--- config.mk ---
export PLATFORM = sky130hd
export DESIGN_NAME = rotor_stepper
export DESIGN_NICKNAME = d
export VERILOG_FILES = /design/src/rtl/enigma_pkg.sv /design/src/rtl/rotor_counter.sv /design/src/rtl/rotor_stepper.sv
export SDC_FILE = /design/constraint.sdc
export NUM_CORES = 1
export LEC_CHECK = 0
export CAP_MARGIN = 20
export CORE_UTILIZATION = 25
export CTS_BUF_LIST = sky130_fd_sc_hd__clkbuf_8
export CTS_CLUSTER_SIZE = 20
export DETAILED_ROUTE_END_ITERATION = 10
export PLACE_DENSITY = 0.56
export SLEW_MARGIN = 0
export SYNTH_ARGS = -nofsm -noshare
export SYNTH_HDL_FRONTEND = slang
export SYNTH_HIERARCHICAL = 1
export SYNTH_SLANG_ARGS = --single-unit
export TNS_END_PERCENT = 10
--- constraint.sdc ---
create_clock -name CLK -period 2.26 [get_ports CLK]
set_input_delay 0.339 -clock CLK [delete_from_list [all_inputs] [get_ports CLK]]
set_output_delay 0.339 -clock CLK [all_outputs]
set_load 0.05 [all_outputs]
--- src/rtl/enigma_pkg.sv ---
// Shared Enigma datapath types: letter indices and the rotor step-state encoding.
// Letters are 5-bit indices A=0 .. Z=25.
package enigma_pkg;

   localparam int LETTER_W = 5;
   localparam int ALPHABET = 26;

   typedef logic [LETTER_W-1:0] letter_t;

   typedef enum logic [1:0] {
      S_IDLE,
      S_STEPPING,
      S_DONE
   } step_state_t;

   function automatic letter_t next_letter(letter_t l);
      return (l >= letter_t'(ALPHABET - 1)) ? '0 : l + letter_t'(1);
   endfunction

endpackage

--- src/rtl/rotor_counter.sv ---
// Single rotor position: mod-26 letter register with clamped load and advance.
// at_notch_o flags the turnover position for the rotor to its left.
module rotor_counter
   import enigma_pkg::*;
#(
   parameter int NOTCH = 0
) (
   input  logic       clk_i,
   input  logic       rst_i,
   input  logic       load_i,
   input  logic [4:0] load_val_i,
   input  logic       en_i,
   output logic [4:0] q_o,
   output logic       at_notch_o
);

   letter_t pos_q;
   letter_t pos_d;

   always_comb begin
      pos_d = pos_q;
      if (load_i) begin
         pos_d = (load_val_i >= letter_t'(ALPHABET)) ? '0 : load_val_i;
      end else if (en_i) begin
         pos_d = next_letter(pos_q);
      end
   end

   always_ff @(posedge clk_i) begin
      if (rst_i) begin
         pos_q <= '0;
      end else begin
         pos_q <= pos_d;
      end
   end

   assign q_o        = pos_q;
   assign at_notch_o = (pos_q == letter_t'(NOTCH));

endmodule

--- src/rtl/rotor_stepper.sv ---
// Three-rotor position generator: key-edge FSM driving right/middle/left
// rotors with notch turnover and the middle-rotor double step.
module rotor_stepper
   import enigma_pkg::*;
#(
   parameter int NOTCH_R = 16,
   parameter int NOTCH_M = 4,
   parameter int NOTCH_L = 21
) (
   input  logic        CLK,
   input  logic        RST,
   input  logic        STEP,
   input  logic        LOAD,
   input  logic [14:0] LOAD_POS,
   output logic [4:0]  POS_L,
   output logic [4:0]  POS_M,
   output logic [4:0]  POS_R,
   output logic        BUSY,
   output logic        DONE,
   output logic        LOAD_ERR,
   output logic        CARRY_L
);

   step_state_t state_q;
   logic        step_q;
   logic        busy_q;
   logic        done_q;
   logic        err_q;

   logic        edge_w;
   logic        adv_w;
   logic        err_d;
   logic        r_notch;
   logic        m_notch;
   logic        l_notch;

   assign edge_w = STEP & ~step_q;
   assign adv_w  = (state_q == S_STEPPING) & ~LOAD;

   assign err_d = LOAD &
      ((LOAD_POS[14:10] >= letter_t'(ALPHABET)) |
       (LOAD_POS[9:5]   >= letter_t'(ALPHABET)) |
       (LOAD_POS[4:0]   >= letter_t'(ALPHABET)));

   rotor_counter #(.NOTCH(NOTCH_R)) u_rot_r (
      .clk_i      (CLK),
      .rst_i      (RST),
      .load_i     (LOAD),
      .load_val_i (LOAD_POS[4:0]),
      .en_i       (adv_w),
      .q_o        (POS_R),
      .at_notch_o (r_notch)
   );

   // Middle steps on right turnover, or on its own notch (double step).
   rotor_counter #(.NOTCH(NOTCH_M)) u_rot_m (
      .clk_i      (CLK),
      .rst_i      (RST),
      .load_i     (LOAD),
      .load_val_i (LOAD_POS[9:5]),
      .en_i       (adv_w & (r_notch | m_notch)),
      .q_o        (POS_M),
      .at_notch_o (m_notch)
   );

   rotor_counter #(.NOTCH(NOTCH_L)) u_rot_l (
      .clk_i      (CLK),
      .rst_i      (RST),
      .load_i     (LOAD),
      .load_val_i (LOAD_POS[14:10]),
      .en_i       (adv_w & m_notch),
      .q_o        (POS_L),
      .at_notch_o (l_notch)
   );

   always_ff @(posedge CLK) begin
      if (RST) begin
         state_q <= S_IDLE;
         step_q  <= 1'b1;
         busy_q  <= 1'b0;
         done_q  <= 1'b0;
         err_q   <= 1'b0;
      end else begin
         step_q <= STEP;
         err_q  <= err_d;
         if (LOAD) begin
            state_q <= S_IDLE;
            busy_q  <= 1'b0;
            done_q  <= 1'b0;
         end else begin
            case (state_q)
               S_IDLE: begin
                  done_q <= 1'b0;
                  if (edge_w) begin
                     state_q <= S_STEPPING;
                     busy_q  <= 1'b1;
                  end else begin
                     busy_q  <= 1'b0;
                  end
               end
               S_STEPPING: begin
                  state_q <= S_DONE;
                  busy_q  <= 1'b1;
                  done_q  <= 1'b1;
               end
               default: begin
                  state_q <= S_IDLE;
                  busy_q  <= 1'b0;
                  done_q  <= 1'b0;
               end
            endcase
         end
      end
   end

   assign BUSY     = busy_q;
   assign DONE     = done_q;
   assign LOAD_ERR = err_q;
   assign CARRY_L  = l_notch;

endmodule

### After elaboration in Yosys (flattened, before gate mapping)

Cells that the tools add are included.

* flip-flop bits (word level): 21
* latch bits: 0
* bits in writable memories: 0
* memory bits (read-only): 0
* input bits: 19
* output and inout port bits: 19
* word-level logic and storage cells: 54
* memories: 0

* add/sub/neg operators: 3
* multiply operators: 0
* div/mod/pow operators: 0
* $lt $le $gt $ge: 6
* equal/unequal tests: 5
* shift operators: 0
* muxes and demuxes: 17
* bitwise operators: 10
* reduce and logical (&&, ||, !) cells: 5

Operators with widths (count)
* $mux 5: 12
* $ge 5x5->1 const B: 6
* $add 5x1->5 const B: 3
* $eq 5x5->1 const B: 2
* $reduce_bool 2->1: 3
* $and 1x1->1: 5
* $eq 5x3->1 const B: 1
* $pmux 2 s2: 1
* $or 1x1->1: 3
* $eq 2x1->1 const B: 1
* $logic_not 2->1: 1
* $mux 1: 2
* $mux 2: 1
* $ne 2x2->1 const B: 1
* $not 1->1: 2
* $pmux 1 s2: 1
* $reduce_or 2->1: 1

### Logic depth before layout (Yosys ltp)

Gate-level depths: netlist (run 1).

* depth after elaboration: 5
* gate-level depth with buffers: 9
* depth with buffers taken out: 8

### Cells and area by module

The synthesis (run 1) kept the hierarchy.

Modules (own cells, without submodules)
* rotor_counter at u_rot_m: instances 1, cells an instance 47, area each 394.1 µm², sequential area each 100.1 µm²
* rotor_counter at u_rot_r: instances 1, cells an instance 48, area each 392.9 µm², sequential area each 100.1 µm²
* rotor_counter at u_rot_l: instances 1, cells an instance 48, area each 384.1 µm², sequential area each 100.1 µm²
* rotor_stepper: instances 1, cells an instance 21, area each 239.0 µm², sequential area each 120.1 µm²

### Worst setup path after synthesis (run 1)

Ideal clock, no wire load.

* kind: register to register
* start: register u_rot_m.pos_q[0] (netlist: u_rot_m/q_o[0])
* end: register u_rot_l.pos_q[3] (netlist: u_rot_l/q_o[3])
* library setup time: 0.125 ns
* data arrival time: 2.065 ns
* data required time: 2.135 ns
* path slack: 0.070 ns
* stages on the path, launching flop included: 9
* buffers on the path: 1
* period minus slack after synthesis: 2.190 ns
* path through: dfxtp_1 inv_1 ha_1 nor4bb_1 and2_1 or2_2 clkbuf_1 o221ai_1 o22ai_1

* cells in the longest elaborated chain, start to end: 3

Ends and longest elaborated chain
* start, declared: line rotor_counter.sv:17 `letter_t pos_q;`
* start signal, assigned: line rotor_counter.sv:33 `pos_q <= pos_d;`
* $eq 5x3->1: line rotor_counter.sv:38 `assign at_notch_o = (pos_q == letter_t'(NOTCH));`
* via m_notch: line rotor_stepper.sv:34 `logic m_notch;`
* $and 1x1->1: line rotor_stepper.sv:71 `.en_i (adv_w & m_notch),`
* $reduce_bool 2->1 (no line)
* end signal, assigned: line rotor_counter.sv:33
* end, declared: line rotor_counter.sv:17

The timed path passes the listed nets, and every way through them passes these cells.
A chain may end at the register's enable or synchronous reset.

### Worst setup path in the final report (run 1)

* start: register u_rot_r.pos_q[2] (netlist: u_rot_r/q_o[2])
* end: output POS_R[2]

RTL lines
* start, declared: line rotor_counter.sv:17
* start signal, assigned: line rotor_counter.sv:33
* end, declared: line rotor_stepper.sv:17 `output logic [4:0] POS_R,`

No word-level cell between the ends.

==> out/qor.yml, run 1 <==
status: "completed"
yosysUniqueCellTypes: 30
grt_antenna_before_repair: 0
final_cell_mix: "clkdlybuf4s50_1 (36), dfxtp_1 (21), nor2_1 (13)"
synth_top_cell_by_area: "dfxtp_1"
pre_cts_ws_ns: 0.294
yosys-top-cells-area: "dfxtp_1 (30%), ha_1 (7.1%), xor2_1 (5.6%), o211ai_1 (5.3%), nor4_4 (4.5%)"
post-route-drc-count: 0
post_drt_wl_per_cell_um: 13.4
antenna_cells: 0
grt_max_degree: 32
synth-seq-cells: 21
hold_viol: 0
leakage_nw: 0.689
vias: 1389
fp.dieH_um: 77.1
ys_warn_count: 6
p_per_area_nw_per_um2: 528
setup_viol: 0
postSynthAreaPerCell_um2: 8.60
cp_max_fo: 7
path_class: "flop to output pin"
rows: 26
htree_levels: 1
min_period_ns: 2.01
pin_count: 38
viasPerCell: 5.11
place.gp.congestion: 0.767
clockBufferDepth: 2
tightest_slew_ns: 0.507
r2r-start: "u_rot_m/q_o[0]$_SDFFE_PP0P_"
crit_chain: "clkdlybuf4s50_1"
grt_pass1_wl_um: 6440
worstSkewPairLatency_ns: 0.27
final_common_cell: "clkdlybuf4s50_1"
regArea_um2: 420
cts_tree: "built"
area_growth_pct: 35.4
syn_inst: 164
nFillCells: 587
drtAntennaViolNets: 0
cap_violations: 0
crit_buf_inv: 1
die_w_um: 77.1
cp_slowest_cell: "clkdlybuf4s50_1"
clock_sinks: 21
worstHoldPathType: "flop to flop"
critical_path_arrival_ns: 1.67
layout_setup_ws_ns: 0.251
start_kind: "flop"
nets: 230
cts-buffers-inserted: 3
dr.pass1.iters: 4
slew_headroom_pct: 66.1
cts_hold_buffers: 0
port_buffers: 37
synthesis.nets: 191
startpoint: "u_rot_r/q_o[2]$_SDFFE_PP0P_"
rsz0062_at_grt: "no"
max_freq_ghz: 0.498
endpoint_kind: "output pin"
netlist_area_um2: 1410
slowest_delay_ns: 0.87
yosysSeqAreaShare_pct: 29.8
clk_pin_slew_ns: 0.09
drt_iter0_drc: 73
crit_required_ns: 1.92
cts_root_buffer: "clkbuf_8"
grt_usage_pct: 13.4
drive_gt1_share_pct: 8.91
multi_input_area_um2: 927
core_um2: 5270
overflow: 0
die_area_um2: 5940
ir_worst_vdd_mv: 0.299
grt_pass1_vias: 1264
place_hpwl_um: 2630
fin_tns_setup_ns: 0
cts.repair.resized: 0
initial_core_util_pct: 26.8
cp_top_family: "buffers and inverters"
cts_setup_buffers: 0
routed_wl_um: 3650
hold_start: "state_q[0]$_SDFFE_PP0P_"
skew_ns: 0.00544
fin_crit_sh_pct: 88.9
finalMaxSlewViolations: 0
synth.top_cell.area_share_pct: 29.8
-- area by class of cell --
| class | count | share of cell area, % |
|---|---|---|
| repair buffers | 40 | 20.4 |
| well taps | 70 | 4.59 |
| multi-input cells | 127 | 48.6 |
| clock inverters | 1 | 0.262 |
| clock buffers | 3 | 2.16 |
| flip-flops and latches | 21 | 22.0 |
| inverters | 10 | 1.97 |
-- state kept, by name, summed over array words and instances, names as in the netlist --
name	flops
u_rot_l/q_o	5
state_q	2
u_rot_r/q_o	5
BUSY	1
DONE	1
u_rot_m/q_o	5
step_q	1
LOAD_ERR	1
-- power by group --
| group | internal (mW) | switching [mW] | leakage [nW] |
|---|---|---|---|
| clock network | 0.123 | 0.138 | 0.0255 |
| registers | 0.393 | 0.0424 | 0.173 |
| logic | 0.130 | 0.181 | 0.491 |
| total | 0.647 | 0.361 | 0.689 |
-- Yosys cell counts, drive strengths merged --
| master | count |
|---|---|
| dfxtp | 21 |
| nor2 | 13 |
| o21ai | 11 |
| inv | 10 |
| o211ai | 10 |
| a31oi | 9 |
| nand3 | 9 |
| xor2 | 9 |
| ha | 8 |
| nand2 | 7 |
| a221oi | 6 |
| o21bai | 6 |
| o221ai | 6 |
| o22ai | 6 |
| a311oi | 4 |
| clkbuf | 4 |
| o21a | 4 |
| or2 | 4 |
| nor4 | 3 |
| and2b | 2 |
| buf | 2 |
| nor2b | 2 |
| nor3 | 2 |
| a21oi | 1 |
| and2 | 1 |
| and3b | 1 |
| and4b | 1 |
| nor3b | 1 |
| nor4bb | 1 |
-- final timing paths --
path	to	slack, ns	cells after the start
setup / recovery	POS_R[2]	0.25	1
hold / removal	BUSY$_SDFF_PP0_	0.50	1
setup reg to reg	u_rot_m/q_o[2]$_SDFFE_PP0P_	0.33	7
hold reg to reg	BUSY$_SDFF_PP0_	0.50	1
-- stage by stage --
stage | power, mW | cell area [um2] | hold slack [ns] | util, % | std cells
after detailed placement | 0.756 | 1860 | 0.481 | 35.4 | 268
after floorplan | 0.635 | 1410 | 0.411 | - | 164
final | 1.01 | 1910 | 0.505 | 36.2 | 272
after global placement | 0.756 | 1860 | 0.505 | 35.4 | 268
after CTS | 1.02 | 1910 | 0.522 | 36.2 | 272
after global routing | 1.08 | 1910 | 0.542 | 36.2 | 272
-- per-layer routing --
metal	wire length (um)	global-route usage, %
met1	1810	19.4
met2	1590	19.5
met3	205	3.45
met4	38	3.40
met5	0	0
-- logic make-up after synthesis --
kind of cell	Yosys count	share of synthesized area [%]
flip-flops	21	29.8
buffers and inverters	16	4.44
AND/OR/NAND/NOR	47	21.6
XOR/XNOR	9	5.59
AO/OA/AOI/OAI	63	31.5
adder cells (fa/ha/maj)	8	7.10
Power figures use the tool's default switching activity.
==> run 2, diff against run 1 <==
--- a/config.mk
+++ b/config.mk
@@ -9,3 +9,2 @@
 export CORE_UTILIZATION = 25
-export CTS_BUF_LIST = sky130_fd_sc_hd__clkbuf_8
 export CTS_CLUSTER_SIZE = 20
@@ -13,2 +12,3 @@
 export PLACE_DENSITY = 0.56
+export SETUP_SLACK_MARGIN = 0.15
 export SLEW_MARGIN = 0
--- a/constraint.sdc
+++ b/constraint.sdc
@@ -3,2 +3,2 @@
 set_output_delay 0.339 -clock CLK [all_outputs]
-set_load 0.05 [all_outputs]
+set_load 0.02 [all_outputs]
==> run 2 against run 1 <==
Compared with the run above:
- via count increased by 0.22%
- register-to-register slack barely moved
- clock power down 3%
- sequential share of layout area decreased by 0.092 points
- non-clock buffer count increased by 1
- highest routed layer unchanged
==> out/qor.yml, run 2 (same netlist as run 1, synthesis figures left out) <==
regToRegEndpoint: "u_rot_m/q_o[2]$_SDFFE_PP0P_"
endpoint_kind: "flop"
cts_root_buffer: "clkbuf_8"
leakage_nw: 0.711  # +3.2%
dpl-instance-area_um2: 1870  # +0.54%
max_freq_ghz: 0.517  # +3.9%
place_hpwl_um: 2510  # -4.7%
routed_wl_um: 3540  # -3.0%
grt_antenna_before_repair: 0  # unchanged
overflow: 0  # unchanged
min_path_cells: 1  # unchanged
setup_viol: 0  # unchanged
pre_cts_ws_ns: 0.170  # -0.124 ns
m1WireLength_um: 1820  # +0.33%
regArea_um2: 422  # +0.30%
cp_max_fo: 6  # -1
pin_count: 38  # unchanged
grt_max_degree: 32  # unchanged
skew_ns: 0.00235  # -0.00310 ns
cts_tree: "built"
area_growth_pct: 36.4
dr.pass1.iters: 5  # +1
fin_tns_setup_ns: 0  # unchanged
critical_path_arrival_ns: 2.11  # +0.44 ns
worstHoldPathType: "flop to flop"
rsz0062_at_grt: "yes"
fp.dieH_um: 77.1  # unchanged
drive_gt1_share_pct: 9.36  # +0.45 points
fin_crit_sh_pct: 85.6  # -3.3 points
cp_slowest_cell: "dfxtp_1"
nets: 231  # +0.43%
rr_worst_depth: 7  # unchanged
cp_top_family: "simple AND/OR/NAND/NOR gates"
fin_area_um2: 1920  # +0.72%
crit_chain: "inv_1 > ha_1 > nor4bb_1 > o21a_1 > or2_0 > nor2_1 > a311oi_1"
core_um2: 5270  # unchanged
drtAntennaViolNets: 0  # unchanged
worstSkewPairLatency_ns: 0.26  # about the same
initial_core_util_pct: 26.8  # unchanged
place.gp.congestion: 0.782  # +2.0%
crit_required_ns: 2.44  # +0.52 ns
post_drt_wl_per_cell_um: 13.0  # -3.3%
holdPathEnd: "BUSY$_SDFF_PP0_"
highest_layer: "met4"
multi_input_area_um2: 927  # unchanged
status: "completed"
clockBufferDepth: 2  # unchanged
die_area_um2: 5940  # unchanged
finalMaxSlewViolations: 0  # unchanged
cts.repair.resized: 1  # +1
path_class: "flop to flop"
clk_pin_slew_ns: 0.08  # about the same
dr_wl_met2_um: 1440  # -9.2%
port_buffers: 37  # unchanged
r2r-start: "u_rot_m/q_o[0]$_SDFFE_PP0P_"
p_per_area_nw_per_um2: 496  # -6.1%
crit_buf_inv: 1  # unchanged
vias: 1392  # +0.22%
final_cell_mix: "clkdlybuf4s50_1 (36), dfxtp_1 (20), nor2_1 (13)"
post-route-drc-count: 0  # unchanged
cts_hold_buffers: 0  # unchanged
tightest_slew_ns: 0.364  # -0.142 ns
nFillCells: 550  # -6.3%
min_period_ns: 1.93  # -0.0752 ns
final_common_cell: "clkdlybuf4s50_1"
route.met3.wl_um: 225  # +9.8%
htree_levels: 1  # unchanged
slowest_delay_ns: 0.39  # -0.48 ns
viasPerCell: 5.10  # -0.15%
die_w_um: 77.1  # unchanged
antenna_cells: 0  # unchanged
ir_worst_vdd_mv: 0.221  # -26%
grt_usage_pct: 12.1  # -1.4 points
cts_setup_buffers: 0  # unchanged
hold_start: "state_q[0]$_SDFFE_PP0P_"
cap_violations: 0  # unchanged
grt_pass1_wl_um: 5870  # -8.9%
cts-buffers-inserted: 3  # unchanged
drt_iter0_drc: 104  # +42%
start_kind: "flop"
hold_viol: 0  # unchanged
rrSetupSlack_ns: 0.33  # about the same
rows: 26  # unchanged
slew_headroom_pct: 75.5  # +9.4 points
clock_sinks: 21  # unchanged
grt_pass1_vias: 1243  # -1.7%
layout_setup_ws_ns: 0.326  # +0.0752 ns
[run 2: cell count changes in the layout (fill, tap and decap cells not counted)]
cell | before | now
dfxtp_1 | 21 | 20
dfxtp_2 | 0 | 1
dlymetal6s2s_1 | 0 | 1
[run 2: metrics by stage]
step / power, mW / util, % / hold slack (ns) / cells
floorplan: 0.585 / - / 0.411 / 164
global placement: 0.710 / 35.5 / 0.504 / 269
detailed placement: 0.709 / 35.5 / 0.487 / 269
CTS: 0.966 / 36.4 / 0.520 / 273
global route: 1.01 / 36.5 / 0.563 / 273
finish: 0.953 / 36.5 / 0.515 / 273
[run 2: worst max path at each step]
stage | start | depth (start not counted) | end | slack, ns
after detailed placement | LOAD | 6 | u_rot_m/q_o[2]$_SDFFE_PP0P_ | 0.17
after CTS | u_rot_l/q_o[1]$_SDFFE_PP0P_ | 4 | CARRY_L | 0.18
after floorplan | u_rot_m/q_o[0]$_SDFFE_PP0P_ | 8 | u_rot_l/q_o[3]$_SDFFE_PP0P_ | 0.33
after global routing | u_rot_m/q_o[0]$_SDFFE_PP0P_ | 7 | u_rot_m/q_o[4]$_SDFFE_PP0P_ | 0.15
final | u_rot_m/q_o[0]$_SDFFE_PP0P_ | 7 | u_rot_m/q_o[2]$_SDFFE_PP0P_ | 0.33
after global placement | LOAD | 6 | u_rot_m/q_o[2]$_SDFFE_PP0P_ | 0.24
[run 2: cell type report]
cell class,count,area share (%)
sequential,21,21.9
clock inverter,1,0.260
tap,70,4.55
inverter,10,1.95
multi-input combinational,127,48.2
timing repair buffer,41,20.9
clock buffer,3,2.15
[run 2: routing by layer]
metal  track usage [%]  vias up
li1                  -      706
met1              17.0      625
met2              17.6       57
met3              3.33        4
met4              3.58        0
met5                 0        -
[run 2: power breakdown]
part	internal (mW)	total, mW	switching, mW
combinational	0.134	0.271	0.137
clock	0.123	0.252	0.129
sequential	0.394	0.431	0.0369
==> run 3, diff against run 2 <==
Settings changed: CTS_CLUSTER_SIZE 20 to default.
==> results of run 3 <==
The final DEF is identical to that of run 2; final timing and power are the same.
